## config.mk

```make
export PLATFORM = sky130hd
export DESIGN_NAME = awe_dsp_output_demux
export DESIGN_NICKNAME = d
export VERILOG_FILES = /design/src/rtl/awe_dsp_output_demux.sv
export SDC_FILE = /design/constraint.sdc
export NUM_CORES = 1
export LEC_CHECK = 0
export CAP_MARGIN = 25
export CORE_UTILIZATION = 42
export DETAILED_ROUTE_END_ITERATION = 10
export PLACE_DENSITY = 0.8
export SYNTH_ARGS = -nofsm -noshare
export SYNTH_HDL_FRONTEND = slang
export SYNTH_SLANG_ARGS = --single-unit
```

## constraint.sdc

```tcl
create_clock -name clk -period 4.16 [get_ports clk]
set_clock_uncertainty 0.15 [all_clocks]
set_input_delay 1.248 -clock clk [delete_from_list [all_inputs] [get_ports clk]]
set_output_delay 1.248 -clock clk [all_outputs]
set_load 0.03 [all_outputs]
```

## src/rtl/awe_dsp_output_demux.sv

```systemverilog
// awe_dsp_output_demux: steers the single DSP result stream to one of four
// channels through a 2-entry buffer. Mode changes wait until the buffer has drained.
// Optional feature macro: AWE_DSP_OUT_BCAST_EN (adds the bcast port; the head
// word is offered to all four channels and pops once every channel has taken it).
module awe_dsp_output_demux #(
  parameter int C_DATA_WIDTH = 18,
  parameter int C_CNT_WIDTH  = 16
) (
  input  logic                    clk,
  input  logic                    rst,
  input  logic [1:0]              mode,
  input  logic                    mode_update,
`ifdef AWE_DSP_OUT_BCAST_EN
  input  logic                    bcast,
`endif
  input  logic [C_DATA_WIDTH-1:0] datain,
  input  logic                    datain_valid,
  output logic                    datain_ready,
  output logic [C_DATA_WIDTH-1:0] dataout_0,
  output logic [C_DATA_WIDTH-1:0] dataout_1,
  output logic [C_DATA_WIDTH-1:0] dataout_2,
  output logic [C_DATA_WIDTH-1:0] dataout_3,
  output logic [3:0]              dataout_valid,
  input  logic [3:0]              dataout_ready,
  output logic [1:0]              active_mode,
  output logic                    busy,
  output logic [C_CNT_WIDTH-1:0]  word_cnt_0,
  output logic [C_CNT_WIDTH-1:0]  word_cnt_1,
  output logic [C_CNT_WIDTH-1:0]  word_cnt_2,
  output logic [C_CNT_WIDTH-1:0]  word_cnt_3
);

  typedef enum logic [1:0] {RUN, DRAIN, SWITCH} state_t;

  state_t                  state, state_nxt;
  logic [C_DATA_WIDTH-1:0] mem [2];
  logic                    rd_ptr, wr_ptr;
  logic [1:0]              count;
  logic [1:0]              pending_mode;
  logic [C_DATA_WIDTH-1:0] hold_q, dout;
  logic                    push, pop, nonempty;
  logic [3:0]              hs, valid_mask;
  logic                    bcast_act;
  logic [3:0]              done;
  logic [C_CNT_WIDTH-1:0]  cnt [4];

  assign nonempty     = (count != 2'd0);
  assign valid_mask   = bcast_act ? ~done : (4'b0001 << active_mode);
  assign dataout_valid = (nonempty && state != SWITCH) ? valid_mask : 4'b0000;
  assign hs           = dataout_valid & dataout_ready;
  // Broadcast pops only when every channel has taken the word, now or earlier.
  assign pop          = bcast_act ? ((done | hs) == 4'hF) : (|hs);
  assign datain_ready = !rst && (state == RUN) && (count != 2'd2 || pop);
  assign push         = datain_valid && datain_ready;
  assign busy         = nonempty || (state != RUN);

  // Outputs show the head word; when empty they keep the last word shown.
  assign dout      = nonempty ? mem[rd_ptr] : hold_q;
  assign dataout_0 = dout;
  assign dataout_1 = dout;
  assign dataout_2 = dout;
  assign dataout_3 = dout;

  // Buffer storage: data only, no reset needed since outputs mask it when empty.
  always_ff @(posedge clk) begin
    if (push) mem[wr_ptr] <= datain;
  end

  // Buffer pointers, occupancy and the held output word.
  always_ff @(posedge clk or posedge rst) begin
    if (rst) begin
      rd_ptr <= 1'b0;
      wr_ptr <= 1'b0;
      count  <= 2'd0;
      hold_q <= '0;
    end else begin
      if (push) wr_ptr <= ~wr_ptr;
      if (pop)  rd_ptr <= ~rd_ptr;
      count <= count + {1'b0, push} - {1'b0, pop};
      if (nonempty) hold_q <= mem[rd_ptr];
    end
  end

  // Next-state logic: a mode request drains the buffer, then takes one SWITCH cycle.
  always_comb begin
    state_nxt = state;
    case (state)
      RUN:     if (mode_update) state_nxt = (!nonempty && !push) ? SWITCH : DRAIN;
      DRAIN:   if (!nonempty) state_nxt = SWITCH;
      SWITCH:  state_nxt = RUN;
      default: state_nxt = RUN;
    endcase
  end

  // State register, pending request (last one wins) and applied mode.
  always_ff @(posedge clk or posedge rst) begin
    if (rst) begin
      state        <= RUN;
      pending_mode <= 2'd0;
      active_mode  <= 2'd0;
    end else begin
      state <= state_nxt;
      if (mode_update) pending_mode <= mode;
      if (state == SWITCH) active_mode <= mode_update ? mode : pending_mode;
    end
  end

`ifdef AWE_DSP_OUT_BCAST_EN
  logic bcast_pend;
  // Broadcast request/apply and the per-channel done mask for the head word.
  always_ff @(posedge clk or posedge rst) begin
    if (rst) begin
      bcast_pend <= 1'b0;
      bcast_act  <= 1'b0;
      done       <= 4'b0000;
    end else begin
      if (mode_update) bcast_pend <= bcast;
      if (state == SWITCH) bcast_act <= mode_update ? bcast : bcast_pend;
      if (pop) done <= 4'b0000;
      else if (bcast_act) done <= done | hs;
    end
  end
`else
  assign bcast_act = 1'b0;
  assign done      = 4'b0000;
`endif

  // Per-channel delivered-word counters; wrap naturally at 2^C_CNT_WIDTH.
  for (genvar k = 0; k < 4; k++) begin : g_cnt
    always_ff @(posedge clk or posedge rst) begin
      if (rst) cnt[k] <= '0;
      else if (hs[k]) cnt[k] <= cnt[k] + 1'b1;
    end
  end

  assign word_cnt_0 = cnt[0];
  assign word_cnt_1 = cnt[1];
  assign word_cnt_2 = cnt[2];
  assign word_cnt_3 = cnt[3];

endmodule

```

* After elaboration in Yosys (flattened, before gate mapping) *
Memories as Yosys holds them, arrays and structs flattened.
Index checks and enable logic that the tools add are counted.

storage, ports and cells
  flip-flop bits (word level) = 92
  latch bits = 0
  RAM bits = 36
  bits in read-only memories = 0
  input port bits = 28
  output and inout bits = 144
  logic and storage cells = 52
  memories = 1

operators by class
  $add $sub $neg = 6
  multipliers = 0
  divide/modulo/power cells = 0
  magnitude comparators = 0
  eq/ne operators = 6
  shift-type cells = 1
  mux-type cells = 9
  bitwise operators = 3
  reduce and logical (&&, ||, !) cells = 15

memory list
  name  words  width  read ports  clocked after memory_dff  wr ports  line  RTL
  mem   2      18     1           0                         1         36    logic [C_DATA_WIDTH-1:0] mem [2];

operators with widths
  operator                                                           number
  16-bit by 1-bit adder with 16-bit output, second input constant    4
  18-bit 2-to-1 mux                                                  1
  2-bit 2-to-1 mux                                                   4
  2-bit inequality test, second input constant                       4
  1-bit logical AND                                                  5
  4-bit bitwise AND                                                  1
  4-bit 2-to-1 mux                                                   1
  2-bit case mux with 2 select lines                                 1
  2-bit nonzero test                                                 2
  4-bit OR reduction                                                 1
  1-bit by 2-bit left shift with 4-bit output, first input constant  1
  1-bit logical NOT                                                  3
  2-bit by 1-bit adder with 2-bit output                             1
  2-bit by 1-bit == test with 1-bit output, second input constant    1
  2-bit == test, second input constant                               1
  2-bit logical NOT                                                  1
  1-bit logical OR                                                   2
  1-bit 2-to-1 mux                                                   2
  1-bit inverter                                                     2
  2-bit AND reduction                                                1
  2-bit by 1-bit subtractor with 2-bit output                        1

* Longest topological paths before layout *
Gate-level depths: netlist of run 1.

  depth in word-level cells = 13
  gate-level depth with buffers = 9
  depth with buffers taken out = 8

* Worst setup path before layout of run 1 *
Ideal clock, no wire load.

  kind = input-to-output
  from = in dataout_ready[1]
  to = out datain_ready
  data arrival time = 2.299 ns
  required time = 2.762 ns
  path slack = 0.463 ns
  stages on the path = 3
  path buffers = 0
  cell sequence = mux4_2 > nand3_2 > a21boi_0

between the ends
  cells in the longest elaborated chain, start to end = 4

RTL lines
  item                line  RTL
  from (decl)         24    input logic [3:0] dataout_ready,
  4-bit bitwise AND   50    assign hs = dataout_valid & dataout_ready;
  4-bit OR reduction  52    assign pop = bcast_act ? ((done | hs) == 4'hF) : (|hs);
  1-bit logical OR    53    assign datain_ready = !rst && (state == RUN) && (count != 2'd2 || pop);
  1-bit logical AND   53
  to (decl)           18    output logic datain_ready,

No other way between the ends.

* Final worst setup path of run 1 *
Ends and elaborated chain as after synthesis.

==> results of run 1 <==
## placed cells by master (no fill, tap or decap), types with 8 or more instances in the layout
cell,netlist,layout
and3_1,9,9
buf_4,54,8
clkbuf_16,0,17
clkdlybuf4s50_1,0,170
dfrtp_1,92,92
edfxtp_1,36,36
inv_1,9,8
mux2i_1,18,18
nand2_1,39,39
nand3_1,26,26
nand4_1,17,17
nor2_1,12,10
o21ai_0,19,19
xnor2_1,45,45
xor2_1,18,18
## power by group through the flow
stage	Sequential [W]	Clock, W	Combinational [W]
6_report	0.00178	0.00160	0.00340
4_1_cts	0.00178	0.00163	0.00343
3_3_place_gp	0.00178	0	0.00336
2_1_floorplan	0.00191	0	0.00237
3_5_place_dp	0.00180	0	0.00340
5_1_grt	0.00182	0.00169	0.00356
## path summary, 6_finish.rpt
| path | startpoint | endpoint | slack, ns | depth (start not counted) |
|---|---|---|---|---|
| worst max register to register | active_mode[0]$_DFFE_PP0P_ | count[1]$_DFF_PP0_ | 1.42 | 9 |
| worst min-delay path | word_cnt_1[15]$_DFFE_PP0P_ | word_cnt_1[15]$_DFFE_PP0P_ | 0.33 | 1 |
| worst min register to register | word_cnt_1[15]$_DFFE_PP0P_ | word_cnt_1[15]$_DFFE_PP0P_ | 0.33 | 1 |
| max in group asynchronous | rst | word_cnt_0[10]$_DFFE_PP0P_ | 1.98 | 3 |
| min in group asynchronous | rst | hold_q[8]$_DFF_PP0_ | 1.22 | 2 |
| worst max-delay path | dataout_ready[1] | datain_ready | 0.14 | 5 |
## registers in the layout, summed over array words and instances, names as in the netlist
register      cells
state             2
mem              36
count             2
active_mode       2
hold_q           18
rd_ptr            1
word_cnt_3       16
word_cnt_1       16
word_cnt_0       16
pending_mode      2
word_cnt_2       16
wr_ptr            1
## per-stage QoR
| step | utilization (%) | hold WS (ns) | setup WS [ns] |
|---|---|---|---|
| 2_1_floorplan | - | 0.317 | 0.370 |
| 3_3_place_gp | 54.9 | 0.312 | 0.0754 |
| 3_5_place_dp | 54.9 | 0.316 | 0.106 |
| 4_1_cts | 59.7 | 0.329 | 0.0561 |
| 5_1_grt | 59.8 | 0.349 | 0.0970 |
| 6_report | 59.8 | 0.328 | 0.145 |
## repair_timing
item / CTS / global route
hold endpoints to repair: 0 / 0
endpoints found under the setup margin: 0 / 1
resized for setup: 0 / 1
hold buffers: 0 / 0
## cells in the mapped netlist
cell type / n / area share, %
nor2_1: 12 / 0.77
a21oi_1: 1 / 0.085
xnor2_2: 1 / 0.28
nand4b_4: 1 / 0.41
buf_4: 54 / 6.9
nor4_4: 4 / 1.5
nand3_2: 1 / 0.17
nand4_1: 17 / 1.8
edfxtp_1: 36 / 18
a21boi_0: 1 / 0.13
and2_1: 4 / 0.43
nor2_4: 1 / 0.19
and3_1: 9 / 0.96
clkbuf_1: 7 / 0.45
o21bai_1: 1 / 0.13
xnor2_1: 45 / 6.7
a21o_2: 1 / 0.15
or2b_2: 1 / 0.15
buf_2: 4 / 0.34
nor3_1: 7 / 0.60
nand2_1: 39 / 2.5
mux2_2: 6 / 1.2
inv_1: 9 / 0.58
mux4_2: 1 / 0.38
nor3b_1: 1 / 0.13
dfrtp_1: 92 / 39
buf_6: 4 / 0.77
or3_2: 1 / 0.13
or2_1: 1 / 0.11
o21ai_0: 19 / 1.6
mux2i_1: 18 / 3.1
nand3_1: 26 / 2.2
nand4_4: 2 / 0.73
xor2_1: 18 / 2.7
ha_1: 6 / 1.3
and4_2: 1 / 0.17
or2_2: 1 / 0.11
clkbuf_8: 1 / 0.23
and4_1: 7 / 1.0
nor4_1: 7 / 0.75
or2b_1: 1 / 0.13
nor2b_1: 3 / 0.32
buf_1: 1 / 0.064
## cells by family after synthesis
family	count (synthesis)	share of synthesized area [%]
simple gates	147	15.3
flops	128	57.7
buf+inv	80	9.35
xor+xnor	64	9.69
mux	25	4.61
compound gates	23	2.11
fa+ha+maj	6	1.28
## final cells by class
type                       instances  area share [%]
multi-input combinational        265            24.1
inverter                           9           0.451
clock inverter                    15            2.71
timing repair buffer             181            22.7
clock buffer                      17            5.29
sequential                       128            42.1
tap                              176            2.74
## per-layer routing
metal	vias up	share of wire (%)	global-route usage (%)
met4	0	1.8	7.27
met2	139	51	30.5
met3	18	5.6	4.94
met5	-	0	0
li1	1848	-	-
met1	1911	41	21.8
==> key figures, run 1 <==
Placed design
  – RePlAce Congestion: 0.779
  – Buffers on Ports: 171
  – # placed instances: 758
  – Post-DP HPWL: 8.57 mm
  – Placed instance area: 0.00739 sq mm

Die
  – Rows: 42
  – # IOs: 172
  – Die area: 0.0144 sq mm
  – Initial core utilization: 43.6%
  – Die extent in y: 120 microns
  – Horiz. Die Dim: 120 microns
  – Core outline area: 0.0135 sq mm

Run
  – Max Cap Viol: 0

Setup path
  – Worst setup EP type: output pin
  – WP buf/inv: 2
  – Startpoint types: input port
  – Slowest-stage cell, CP: clkdlybuf4s50_1
  – Crit path DAT: 2.62 ns
  – Type of the worst setup path: in -> out
  – Crit-path cells: clkdlybuf4s50_1 > mux4_2 > nand3_2 > a21boi_1 > buf_12
  – WP data required: 2.76 ns
  – Crit path max-delay family: buffers and inverters
  – Max incr delay on CP: 0.51 ns
  – Crit-path max FO: 2

Routing
  – Post-route ant nets: 0
  – DRT Wirelength: 12.2 mm
  – Routed via count: 3916
  – Iter 0 DRT Violations: 192
  – Via density: 4.95
  – First-pass detailed-route iteration total: 4
  – DRC Markers: 0
  – WL/cell: 15.4 microns

STA
  – Final Max Tran Viols: 0
  – Min Tclk post-route: 4.02 ns
  – Pin slew with the least headroom to its limit: 0.859 ns
  – Fmax: 249 MHz
  – Final setup fails: 0
  – RSZ-0062 raised after global routing: false
  – Final period util: 96.5%
  – Final hold vios: 0
  – Fin Setup TNS: 0 ns
  – Slew HR: 42.3%

Pwr
  – Sequential Power Share: 26.3%
  – Leak Pwr: 3.29 nW
  – Sw power: 0.00281 W
  – Cell Pwr Density: 843 mW/mm^2
  – Clock power frac: 23.6%
  – Comb power frac: 50.1%
  – Tot Pwr: 0.00678 W
  – VDD IR max: 0.000835 V
  – Internal power: 0.00396 W
  – Sw Ratio: 41.5%

CTS
  – CTS tree: done
  – Clock Path Buffers: 2
  – H-tree Lvls: 4
  – Clock buffer count from CTS: 17
  – Clock Latency Late Sink: 0.41 ns
  – Post-CTS Setup Inserts: 0
  – CTS Sinks: 128
  – Root buffer cell: clkbuf_16
  – Clk pin slew, worst setup/hold paths: 0.05 ns

Synthesis
  – Cells after Synth: 473
  – Seq cells post-synth: 128
  – Combined area of all synthesized cells: 0.00586 sq mm
  – Syn nets: 507
  – Sequential cell area fraction in the yosys report: 57.7%
  – Syn Area/Cell: 12.4 sq um
  – Yosys warning count: 0
  – Library cells used by synthesis: 43

Cells and area
  – FF/Latch Area: 0.00338 sq mm
  – Finished Layout Cells: 791
  – Filler instances: 1071
  – Final nets: 636
  – Design Area, Final: 0.00804 sq mm
  – Layout area overhead: 37.2%
  – Layout cells sized above 1: 10.9%
  – Antenna Cells: 0
  – Area of the multi-input gates: 0.00194 sq mm

Global routing
  – Via count of the first global-routing pass: 3882
  – Global-route wire length before repair: 20.1 mm
  – Largest net degree at the start of global routing: 53
  – GRT Resource Usage Total: 18.1%
  – Global route overflow: 0
  – Initial antenna violation count: 0

Status
  – Outcome: complete, no violations

Min path
  – Min-Delay Path Class: reg -> reg
Power figures use the tool's default switching activity.
==> run 2: changes to the inputs <==
--- a/config.mk
+++ b/config.mk
@@ -7,6 +7,7 @@
 export LEC_CHECK = 0
 export CAP_MARGIN = 25
 export CORE_UTILIZATION = 42
+export CTS_CLUSTER_DIAMETER = 30
 export DETAILED_ROUTE_END_ITERATION = 10
 export PLACE_DENSITY = 0.8
 export SYNTH_ARGS = -nofsm -noshare
==> results of run 2 <==
The final DEF is identical to that of run 1; final timing and power are the same.
==> run 3: changes to the inputs <==
--- a/config.mk
+++ b/config.mk
@@ -8,6 +8,7 @@
 export CAP_MARGIN = 25
 export CORE_UTILIZATION = 42
 export CTS_CLUSTER_DIAMETER = 30
+export CTS_CLUSTER_SIZE = 24
 export DETAILED_ROUTE_END_ITERATION = 10
 export PLACE_DENSITY = 0.8
 export SYNTH_ARGS = -nofsm -noshare
==> constraint.sdc (replaced) <==
create_clock -name clk -period 3.9 [get_ports clk]
set_clock_uncertainty 0.15 [all_clocks]
set_input_delay 1.17 -clock clk [delete_from_list [all_inputs] [get_ports clk]]
set_output_delay 1.17 -clock clk [all_outputs]
set_load 0.03 [all_outputs]
==> run 3 against run 2 <==
Compared with the run above: global-route usage is essentially flat; sequential power grew 6%; clock-buffer cell count increased by 2; non-clock buffer count increased by 3; sequential share of layout area grew 0.098 points; flip-flop and latch count unchanged; combinational power is 7.6% higher; hold slack got worse by 0.0017 ns; clock power about the same; critical path type unchanged.
==> key figures, run 3 (synthesis results as in run 1) <==
STA
  – Final setup fails: 0 (unchanged)
  – Final period util: 98.0%
  – Min Tclk post-route: 3.82 ns
  – Final Max Tran Viols: 0 (unchanged)
  – Fmax: 262 MHz
  – Pin slew with the least headroom to its limit: 0.827 ns (-0.0315 ns)
  – Slew HR: 44.4% (+2.1 points)
  – Final hold vios: 0 (unchanged)
  – Worst setup margin: 0.0768 ns (-0.0678 ns)
  – Hold WS: 0.327 ns (-0.00167 ns)
  – RSZ-0062 raised after global routing: false

Routing
  – Post-route ant nets: 0 (unchanged)
  – First-pass detailed-route iteration total: 5 (+1)
  – Via density: 4.97 (+0.46%)
  – DRT Wirelength: 12.2 mm (-0.30%)
  – Routed via count: 3949 (+0.84%)
  – Iter 0 DRT Violations: 188 (-2.1%)
  – WL/cell: 15.3 microns (-0.67%)
  – DRC Markers: 0 (unchanged)

Global routing
  – GRT Resource Usage Total: 18.1% (about the same)
  – Global route overflow: 0 (unchanged)
  – Via count of the first global-routing pass: 4010 (+3.3%)
  – Initial antenna violation count: 0 (unchanged)
  – Global-route wire length before repair: 20.0 mm (-0.45%)
  – Largest net degree at the start of global routing: 63 (+19%)

CTS
  – Clk pin slew, worst setup/hold paths: 0.05 ns (about the same)
  – CTS tree: done
  – Root buffer cell: clkbuf_16
  – Clock Latency Late Sink: 0.41 ns (about the same)
  – Post-CTS Setup Inserts: 0 (unchanged)
  – H-tree Lvls: 4 (unchanged)
  – Clock buffer count from CTS: 17 (unchanged)
  – CTS Sinks: 128 (unchanged)
  – Clock Path Buffers: 2 (unchanged)

Min path
  – Worst hold stages: 1 (unchanged)
  – Min-Delay Path Class: reg -> reg

Cells and area
  – Filler instances: 1112 (+3.8%)
  – Layout cells sized above 1: 11.0% (+0.11 points)
  – Most common cell after layout, fill and taps aside: clkdlybuf4s50_1
  – Biggest registers after layout: mem (36), hold_q (18)
  – Commonest non-fill, non-tap cells in the layout: 170 x clkdlybuf4s50_1, 92 x dfrtp_1, 45 x xnor2_1
  – Final nets: 639 (+0.47%)
  – Layout area overhead: 36.8%
  – Biggest register: mem
  – Antenna Cells: 0 (unchanged)
  – Max reg flops: 36 (unchanged)

Placed design
  – Setup WS pre-CTS: -0.00450 ns (-0.111 ns)
  – RePlAce Congestion: 0.794 (+1.9%)
  – Buffers on Ports: 171 (unchanged)
  – Post-DP HPWL: 8.56 mm (about the same)

Setup path
  – Type of the worst setup path: in -> out
  – Crit path DAT: 2.50 ns (-0.12 ns)
  – WP data required: 2.58 ns (-0.18 ns)
  – Worst setup EP type: output pin
  – WP buf/inv: 2 (unchanged)
  – Startpoint types: input port
  – Crit path max-delay family: buffers and inverters
  – Crit-path max FO: 2 (unchanged)
  – Crit-path cells: clkdlybuf4s50_1 > mux4_2 > nand3_2 > a21boi_2 > buf_12
  – Max incr delay on CP: 0.52 ns (about the same)
  – FF-to-FF path depth: 9 (unchanged)
  – Slowest-stage cell, CP: mux4_2
  – CP Depth: 5 (unchanged)

Pwr
  – Comb power frac: 51.0% (+0.9 points)
  – Sw power: 0.00299 W (+6.2%)
  – Tot Pwr: 0.00718 W (+5.9%)
  – VDD IR max: 0.000679 V (-19%)
  – Cell Pwr Density: 895 mW/mm^2 (+6.1%)
  – Sw Ratio: 41.6% (+0.13 points)
  – Leak Pwr: 3.30 nW (+0.13%)
  – Sequential Power Share: 26.2% (about the same)
  – Clock power frac: 22.8% (-0.8 points)
  – Internal power: 0.00419 W (+5.7%)

Die
  – Rows: 42 (unchanged)
  – Initial core utilization: 43.6% (unchanged)
  – # IOs: 172 (unchanged)
  – Core outline area: 0.0135 sq mm (unchanged)
  – Die area: 0.0144 sq mm (unchanged)
  – Horiz. Die Dim: 120 microns (unchanged)
  – Die extent in y: 120 microns (unchanged)

Status
  – Outcome: complete, no violations

Run
  – Max Cap Viol: 0 (unchanged)
==> run 3: worst paths after layout <==
path	start	endpoint	slack (ns)
worst max-delay path	dataout_ready[3]	datain_ready	0.08
worst min-delay path	word_cnt_3[15]$_DFFE_PP0P_	word_cnt_3[15]$_DFFE_PP0P_	0.33
worst max register to register	active_mode[0]$_DFFE_PP0P_	count[1]$_DFF_PP0_	1.46
worst min register to register	word_cnt_3[15]$_DFFE_PP0P_	word_cnt_3[15]$_DFFE_PP0P_	0.33
max in group asynchronous	rst	word_cnt_3[12]$_DFFE_PP0P_	1.72
min in group asynchronous	rst	hold_q[8]$_DFF_PP0_	1.14
==> run 3: per-layer routing <==
metal | vias up | global-route usage (%) | wire length, microns
met3 | 19 | 4.37 | 601
met2 | 124 | 29.9 | 6080
met1 | 1952 | 21.9 | 5180
met4 | 0 | 9.22 | 282
li1 | 1854 | - | -
met5 | - | 0 | 0
==> run 3: final cells by class <==
cell class	count	area, sq um	share of cell area [%]
sequential	128	3380	42.2
multi-input combinational	265	1940	24.2
timing repair buffer	184	1830	22.8
clock buffer	19	443	5.52
tap	176	220	2.74
clock inverter	13	168	2.09
inverter	9	36.3	0.452
==> run 3: worst reg2reg max path, cell delays in order (launching register included) <==
cell	delay (ns)
dfrtp_1	0.48
mux4_2	0.58
nand3_2	0.14
buf_4	0.14
a21o_2	0.17
ha_1	0.24
inv_1	0.06
ha_1	0.15
xnor2_1	0.13
xnor2_1	0.13
==> run 3: stage by stage <==
step | instance area, sq um | std cells | utilization [%] | setup TNS (ns)
2_1_floorplan | 5860 | 473 | - | 0
3_3_place_gp | 7410 | 762 | 55.1 | 0
3_5_place_dp | 7410 | 762 | 55.1 | -0.00450
4_1_cts | 8020 | 794 | 59.6 | 0
5_1_grt | 8020 | 794 | 59.6 | 0
6_report | 8020 | 794 | 59.6 | 0
==> run 3: power by group through the flow <==
stage | clock network, W | logic, W | registers, W
global placement | 0 | 0.00362 | 0.00188
floorplan | 0 | 0.00253 | 0.00204
finish | 0.00163 | 0.00366 | 0.00188
global route | 0.00173 | 0.00385 | 0.00192
detailed placement | 0 | 0.00367 | 0.00190
CTS | 0.00167 | 0.00369 | 0.00188
==> run 3: timing repair <==
item                       4_1_cts  5_1_grt
hold buffers                     0        0
setup endpoints to repair        1       24
pin swaps                        0        0
resized for setup                1        7
cloned                           0        0
